==> config.mk <==
export PLATFORM = sky130hd
export DESIGN_NAME = pixel_packer_flat
export DESIGN_NICKNAME = d
export VERILOG_FILES = /design/src/rtl/pixel_packer_if.sv /design/src/rtl/pixel_packer.sv /design/src/flat_wrapper.sv
export SDC_FILE = /design/constraint.sdc
export NUM_CORES = 2
export LEC_CHECK = 0
export BUFFER_PORTS_ARGS = -buffer_cell sky130_fd_sc_hd__buf_4
export CAP_MARGIN = 20
export CORE_MARGIN = 1
export CORE_UTILIZATION = 40
export CTS_BUF_LIST = sky130_fd_sc_hd__clkbuf_8
export DETAILED_ROUTE_END_ITERATION = 10
export GPL_TIMING_DRIVEN = 0
export SYNTH_ARGS = -nofsm -noshare
export SYNTH_HDL_FRONTEND = slang
export SYNTH_SLANG_ARGS = --single-unit
==> constraint.sdc <==
create_clock -name clk -period 4.7 [get_ports clk]
set_clock_uncertainty 0.2 [all_clocks]
set_input_delay 0.47 -clock clk [delete_from_list [all_inputs] [get_ports clk]]
set_output_delay 0.47 -clock clk [all_outputs]
set_load 0.01 [all_outputs]
==> src/rtl/pixel_packer_if.sv <==
// Pixel intake and segment output bundle for the laser-line packer.
// master = packer side, slave = pixel source / segment consumer side.
interface pixel_packer_if #(
  parameter int SEG_LEN = 120,
  parameter int PIX_W   = 8
);
  logic [PIX_W-1:0]              pix_in;
  logic                          pix_valid;
  logic                          pix_last;
  logic                          pix_ready;
  logic [SEG_LEN-1:0][PIX_W-1:0] seg_data;
  logic [7:0]                    seg_count;
  logic [7:0]                    seg_index;
  logic                          seg_last;
  logic                          seg_valid;
  logic                          seg_ready;

  modport master (
    input  pix_in, pix_valid, pix_last, seg_ready,
    output pix_ready, seg_data, seg_count, seg_index, seg_last, seg_valid
  );

  modport slave (
    output pix_in, pix_valid, pix_last, seg_ready,
    input  pix_ready, seg_data, seg_count, seg_index, seg_last, seg_valid
  );
endinterface

==> src/rtl/pixel_packer.sv <==
// Packs one pixel per cycle into SEG_LEN-pixel segments; a fill register plus an
// output register let intake continue while the consumer holds a segment.
module pixel_packer #(
  parameter int SEG_LEN = 120,
  parameter int PIX_W   = 8
) (
  input  logic           clk,
  input  logic           reset_n,
  pixel_packer_if.master bus
);
  localparam int CNT_W = $clog2(SEG_LEN);

  typedef logic [SEG_LEN-1:0][PIX_W-1:0] seg_t;
  typedef enum logic [0:0] {FILL = 1'b0, HOLD = 1'b1} state_e;

  state_e           state_q, state_d;
  logic [CNT_W-1:0] cnt_q, cnt_d;
  seg_t             fill_q, fill_d;
  logic [7:0]       fill_count_q, fill_count_d;
  logic [7:0]       fill_index_q, fill_index_d;
  logic             fill_last_q, fill_last_d;
  seg_t             out_data_q, out_data_d;
  logic [7:0]       out_count_q, out_count_d;
  logic [7:0]       out_index_q, out_index_d;
  logic             out_last_q, out_last_d;
  logic             out_valid_q, out_valid_d;
  logic [7:0]       idx_q, idx_d;

  seg_t             seg_s;
  logic             accept_s;
  logic             complete_s;
  logic             handshake_s;
  logic             out_free_s;
  logic [7:0]       seg_count_s;

  assign bus.pix_ready = reset_n && (state_q == FILL);
  assign accept_s      = bus.pix_valid && bus.pix_ready;
  assign complete_s    = accept_s && ((cnt_q == CNT_W'(SEG_LEN - 1)) || bus.pix_last);
  assign handshake_s   = out_valid_q && bus.seg_ready;
  assign out_free_s    = !out_valid_q || bus.seg_ready;
  assign seg_count_s   = 8'(cnt_q) + 8'd1;

  assign bus.seg_data  = out_data_q;
  assign bus.seg_count = out_count_q;
  assign bus.seg_index = out_index_q;
  assign bus.seg_last  = out_last_q;
  assign bus.seg_valid = out_valid_q;

  // Fill contents with the incoming pixel merged at the current slot
  always_comb begin
    seg_s        = fill_q;
    seg_s[cnt_q] = bus.pix_in;
  end

  // Next-state: intake, completion routing and output handshake
  always_comb begin
    state_d      = state_q;
    cnt_d        = cnt_q;
    fill_d       = fill_q;
    fill_count_d = fill_count_q;
    fill_index_d = fill_index_q;
    fill_last_d  = fill_last_q;
    out_data_d   = out_data_q;
    out_count_d  = out_count_q;
    out_index_d  = out_index_q;
    out_last_d   = out_last_q;
    out_valid_d  = out_valid_q;
    idx_d        = idx_q;
    case (state_q)
      FILL: begin
        if (complete_s) begin
          cnt_d = '0;
          idx_d = bus.pix_last ? 8'd0 : (idx_q + 8'd1);
          if (out_free_s) begin
            // Output free or draining this edge: bypass straight to output
            out_data_d  = seg_s;
            out_count_d = seg_count_s;
            out_index_d = idx_q;
            out_last_d  = bus.pix_last;
            out_valid_d = 1'b1;
            fill_d      = '0;
          end else begin
            fill_d       = seg_s;
            fill_count_d = seg_count_s;
            fill_index_d = idx_q;
            fill_last_d  = bus.pix_last;
            state_d      = HOLD;
          end
        end else begin
          fill_d      = accept_s ? seg_s : fill_q;
          cnt_d       = accept_s ? (cnt_q + CNT_W'(1)) : cnt_q;
          out_valid_d = handshake_s ? 1'b0 : out_valid_q;
        end
      end
      HOLD: begin
        if (handshake_s) begin
          out_data_d  = fill_q;
          out_count_d = fill_count_q;
          out_index_d = fill_index_q;
          out_last_d  = fill_last_q;
          fill_d      = '0;
          state_d     = FILL;
        end else begin
          state_d     = HOLD;
        end
      end
      default: begin
        state_d = FILL;
      end
    endcase
  end

  // State and datapath registers with synchronous reset
  always_ff @(posedge clk) begin
    if (!reset_n) begin
      state_q      <= FILL;
      cnt_q        <= '0;
      fill_q       <= '0;
      fill_count_q <= 8'd0;
      fill_index_q <= 8'd0;
      fill_last_q  <= 1'b0;
      out_data_q   <= '0;
      out_count_q  <= 8'd0;
      out_index_q  <= 8'd0;
      out_last_q   <= 1'b0;
      out_valid_q  <= 1'b0;
      idx_q        <= 8'd0;
    end else begin
      state_q      <= state_d;
      cnt_q        <= cnt_d;
      fill_q       <= fill_d;
      fill_count_q <= fill_count_d;
      fill_index_q <= fill_index_d;
      fill_last_q  <= fill_last_d;
      out_data_q   <= out_data_d;
      out_count_q  <= out_count_d;
      out_index_q  <= out_index_d;
      out_last_q   <= out_last_d;
      out_valid_q  <= out_valid_d;
      idx_q        <= idx_d;
    end
  end
endmodule

==> src/flat_wrapper.sv <==
// flat-port wrapper written by rule: the top's interface ports become plain ports
module pixel_packer_flat 
#(
  parameter int SEG_LEN = 120,
  parameter int PIX_W   = 8
)
  (clk, reset_n, bus_pix_in, bus_pix_valid, bus_pix_last, bus_seg_ready, bus_pix_ready, bus_seg_data, bus_seg_count, bus_seg_index, bus_seg_last, bus_seg_valid);
  pixel_packer_if #(.SEG_LEN(SEG_LEN), .PIX_W(PIX_W)) bus_i ();
  input  logic clk;
  input  logic reset_n;
  input wire logic [$bits(bus_i.pix_in)-1:0] bus_pix_in;
  input wire logic [$bits(bus_i.pix_valid)-1:0] bus_pix_valid;
  input wire logic [$bits(bus_i.pix_last)-1:0] bus_pix_last;
  input wire logic [$bits(bus_i.seg_ready)-1:0] bus_seg_ready;
  output wire logic [$bits(bus_i.pix_ready)-1:0] bus_pix_ready;
  output wire logic [$bits(bus_i.seg_data)-1:0] bus_seg_data;
  output wire logic [$bits(bus_i.seg_count)-1:0] bus_seg_count;
  output wire logic [$bits(bus_i.seg_index)-1:0] bus_seg_index;
  output wire logic [$bits(bus_i.seg_last)-1:0] bus_seg_last;
  output wire logic [$bits(bus_i.seg_valid)-1:0] bus_seg_valid;
  assign bus_i.pix_in = bus_pix_in;
  assign bus_i.pix_valid = bus_pix_valid;
  assign bus_i.pix_last = bus_pix_last;
  assign bus_i.seg_ready = bus_seg_ready;
  assign bus_pix_ready = bus_i.pix_ready;
  assign bus_seg_data = bus_i.seg_data;
  assign bus_seg_count = bus_i.seg_count;
  assign bus_seg_index = bus_i.seg_index;
  assign bus_seg_last = bus_i.seg_last;
  assign bus_seg_valid = bus_i.seg_valid;
  pixel_packer #(.SEG_LEN(SEG_LEN), .PIX_W(PIX_W)) u_core (.clk(clk), .reset_n(reset_n), .bus(bus_i));
endmodule
==> impl_metrics.json <==
{
  "status": "completed",
  "synthCells": 7508,
  "syn_area_mm2": 0.0728,
  "first_iter_violations": 9064,
  "finalCritPeriodShare_pct": 90.6,
  "vias": 69377,
  "ys_seq_area_share_pct": 54.2,
  "seq_area_mm2": 0.0395,
  "grtUsageTotal_pct": 39.6,
  "hold_violations": 0,
  "max_freq_ghz": 0.235,
  "clock_sinks": 1971,
  "area_growth_pct": 24.5,
  "cts-htree-levels": 5,
  "ys_ff_latch": 1971,
  "max_slew.worst_pin.slew_ns": 1.36,
  "p_leak_nw": 39.4,
  "ff2ff_path_depth": 8,
  "max-slew-margin-rel_pct": 8.54,
  "cts_resized": 0,
  "drt_pass1_iterations": 9,
  "wirelength_mm": 380,
  "clock_latency_ns": 1.11,
  "wire_per_inst_um": 32.9,
  "gp_congestion": 0.965,
  "min_from": "bus_seg_ready",
  "synth_top_area_share_pct": 54.2,
  "path_clk_slew_ns": 0.06,
  "cts_buffers": 343,
  "cp_data_arrival_time_ns": 5.01,
  "cap_violations": 0,
  "hold_slack_ns": 0.167,
  "via_per_inst": 6.02,
  "slew_violations": 0,
  "slowest_delay_ns": 0.90,
  "ir_worst_vdd_v": 0.000282,
  "synth_edf_count": 0,
  "cpMostUsedCell": "buf_4",
  "whs_path_depth": 5,
  "rrSetupSlack_ns": 0.44,
  "fp.coreArea_mm2": 0.181,
  "worstSetupPathType": "register to register",
  "cp_max_fo": 10,
  "tritoncts": "done",
  "ios": 992,
  "fillers": 17114,
  "post-route-min-period_ns": 4.26,
  "start_util_pct": 40.3,
  "critPathRequiredTime_ns": 5.45,
  "worstSetupEndpointType": "register",
  "power.density_mw_per_mm2": 377,
  "die_y_um": 429,
  "std_cell_rows": 156,
  "clockBufferDepth": 4,
  "hold_path.class": "input port to register",
  "finalSetupViolCount": 0,
  "grt_pass1_vias": 63561,
  "synth_area_leaders": "dfxtp_1 54%, mux2i_1 13%, o21ai_0 7.2%",
  "crit_slowest_cell": "buf_2",
  "rr_startpoint": "u_core.cnt_q[2]",
  "die_w_um": 429,
  "synth_area_per_cell_um2": 9.69,
  "synth.distinct_cells": 62,
  "final_net_count": 8899,
  "ant_nets": 0,
  "drive_gt1_share_pct": 20.1,
  "grt_pass1_wl_mm": 509,
  "dp_cells": 10887,
  "drcViolationCount": 0,
  "async_flop_share_pct": 0,
  "yosys_warnings": 0,
  "dieArea_mm2": 0.184,
  "antenna_found_initial": 39,
  "synth_top_area_cell": "dfxtp_1",
  "cp-start-kind": "register",
  "grt_setup_unrepaired": "no",
  "grt_max_degree": 17,
  "min_to": "u_core.state_q",
  "grt_remaining_overflow": 0,
  "path_cells": "buf_4 -> buf_4 -> nand2b_4 -> nor3_2 -> buf_2 -> nand2_1 -> mux2i_1 -> o21ai_0",
  "ys.flop_type": "dfxtp_1",
  "dp_hpwl_mm": 270,
  "final_cells": 11524,
  "cts-root-buf": "clkbuf_8",
  "timing.rr.end": "u_core.bus.seg_data[611]",
  "syn-num-nets": 7523,
  "multiInputGateArea_mm2": 0.0307,
  "port_buffers": 983
}
-- cell type report --
type                    instances  area share (%)
flip-flops and latches       1971            43.6
multi-input cells            4919            33.9
repair buffers               1031            8.82
clock buffers                 425            6.46
well taps                    2370            3.27
plain buffers                 615            2.96
clock inverters               151           0.889
diodes                         39           0.108
inverters                       3          0.0124
-- routing by layer --
metal	track usage [%]	part of all wire, %	vias to the layer above
li1	-	-	29435
met1	49.0	38	33837
met2	57.6	42	4834
met3	10.2	11	1251
met4	33.4	9.8	20
met5	0.364	0.054	-
-- report_power, final --
part | total (W) | switching [W] | internal (W)
clock network | 0.0158 | 0.00734 | 0.00843
registers | 0.0167 | 0.0000119 | 0.0167
logic | 0.00164 | 0.00140 | 0.000231
total | 0.0341 | 0.00875 | 0.0254
-- registers in the layout, summed over array words and instances, names as in the netlist --
name,cells
u_core.bus.seg_count,8
u_core.bus.seg_data,960
u_core.bus.seg_index,8
u_core.bus.seg_last,1
u_core.bus.seg_valid,1
u_core.cnt_q,7
u_core.fill_count_q,8
u_core.fill_index_q,8
u_core.fill_last_q,1
u_core.fill_q,960
u_core.idx_q,8
u_core.state_q,1
-- synthesized netlist by cell type, types with 7 or more instances --
master,number
nand2b_1,9
a211oi_1,14
o2bb2ai_1,248
nor3_4,21
buf_2,155
o21ai_0,1046
clkbuf_1,426
nor2_2,15
dfxtp_1,1971
buf_1,13
nor3_1,16
mux2i_1,970
buf_4,14
nand2_1,1173
or3_1,7
nor2_1,86
a22o_1,291
nor3_2,7
xnor2_1,8
o21ai_2,27
nor2b_1,16
a21oi_1,34
nand3_1,505
a21oi_2,8
o21ai_1,363
-- worst max-delay path by stage --
stage,startpoint,end,slack (ns)
finish,u_core.cnt_q[2],u_core.bus.seg_data[611],0.44
global route,u_core.cnt_q[0],u_core.bus.seg_data[428],0.51
CTS,u_core.cnt_q[0],u_core.bus.seg_data[430],0.67
detailed placement,reset_n,u_core.fill_q[147],0.56
global placement,u_core.cnt_q[2],u_core.fill_q[452],-0.91
floorplan,u_core.cnt_q[0],u_core.bus.seg_data[469],2.39
-- critical path: cells and delay by family, from the launching register on --
kind | cells | cell delay (ns)
AOI/OAI and AO/OA | 1 | 0.15
and+or+nand+nor | 3 | 1.49
muxes | 1 | 0.52
buffers and inverters | 3 | 1.41
DFF | 1 | 0.30
-- through the flow --
step                utilization, %  instance area [µm²]  setup slack, ns  total power [W]  setup TNS (ns)
floorplan                        -                72800             2.39           0.0178               0
detailed placement            46.3                83600            0.556           0.0186               0
CTS                           50.0                90400            0.671           0.0340               0
finish                        50.1                90600            0.441           0.0341               0
global route                  50.1                90500            0.515           0.0349               0
global placement              46.0                83100           -0.914           0.0186          -95.84
-- cell families (layout without fill, tap and decap cells) --
group | after synthesis | after routing | share of synthesized area [%]
AO/OA/AOI/OAI | 2052 | 2052 | 17.3
multiplexers | 970 | 970 | 13.3
buffers and inverters | 618 | 2225 | 3.59
adder cells (fa/ha/maj) | 2 | 2 | 0.0344
flip-flops | 1971 | 1971 | 54.2
AND/OR/NAND/NOR | 1885 | 1885 | 11.4
other | 0 | 39 | 0
XOR/XNOR | 10 | 10 | 0.120
-- placed cells by master, fill, tap and decap left out, types with 34 or more instances in the layout --
cell type  count
buf_4        999
dfxtp_1     1971
mux2i_1      970
o21ai_1      363
nand2_1     1173
nand3_1      504
o2bb2ai_1    248
inv_1        102
a22o_1       291
a21oi_1       34
buf_2        156
clkbuf_2      68
clkbuf_8     425
clkinv_2      36
o21ai_0     1046
nor2_1        85
diode_2       39
clkbuf_1     359
-- timing repair --
| action | CTS | global route |
|---|---|---|
| setup endpoints to repair | 0 | 0 |
| hold buffers | 15 | 0 |
| setup buffers | 0 | 0 |
| endpoints found under the hold margin | 122 | 0 |
Power figures use the tool's default switching activity.
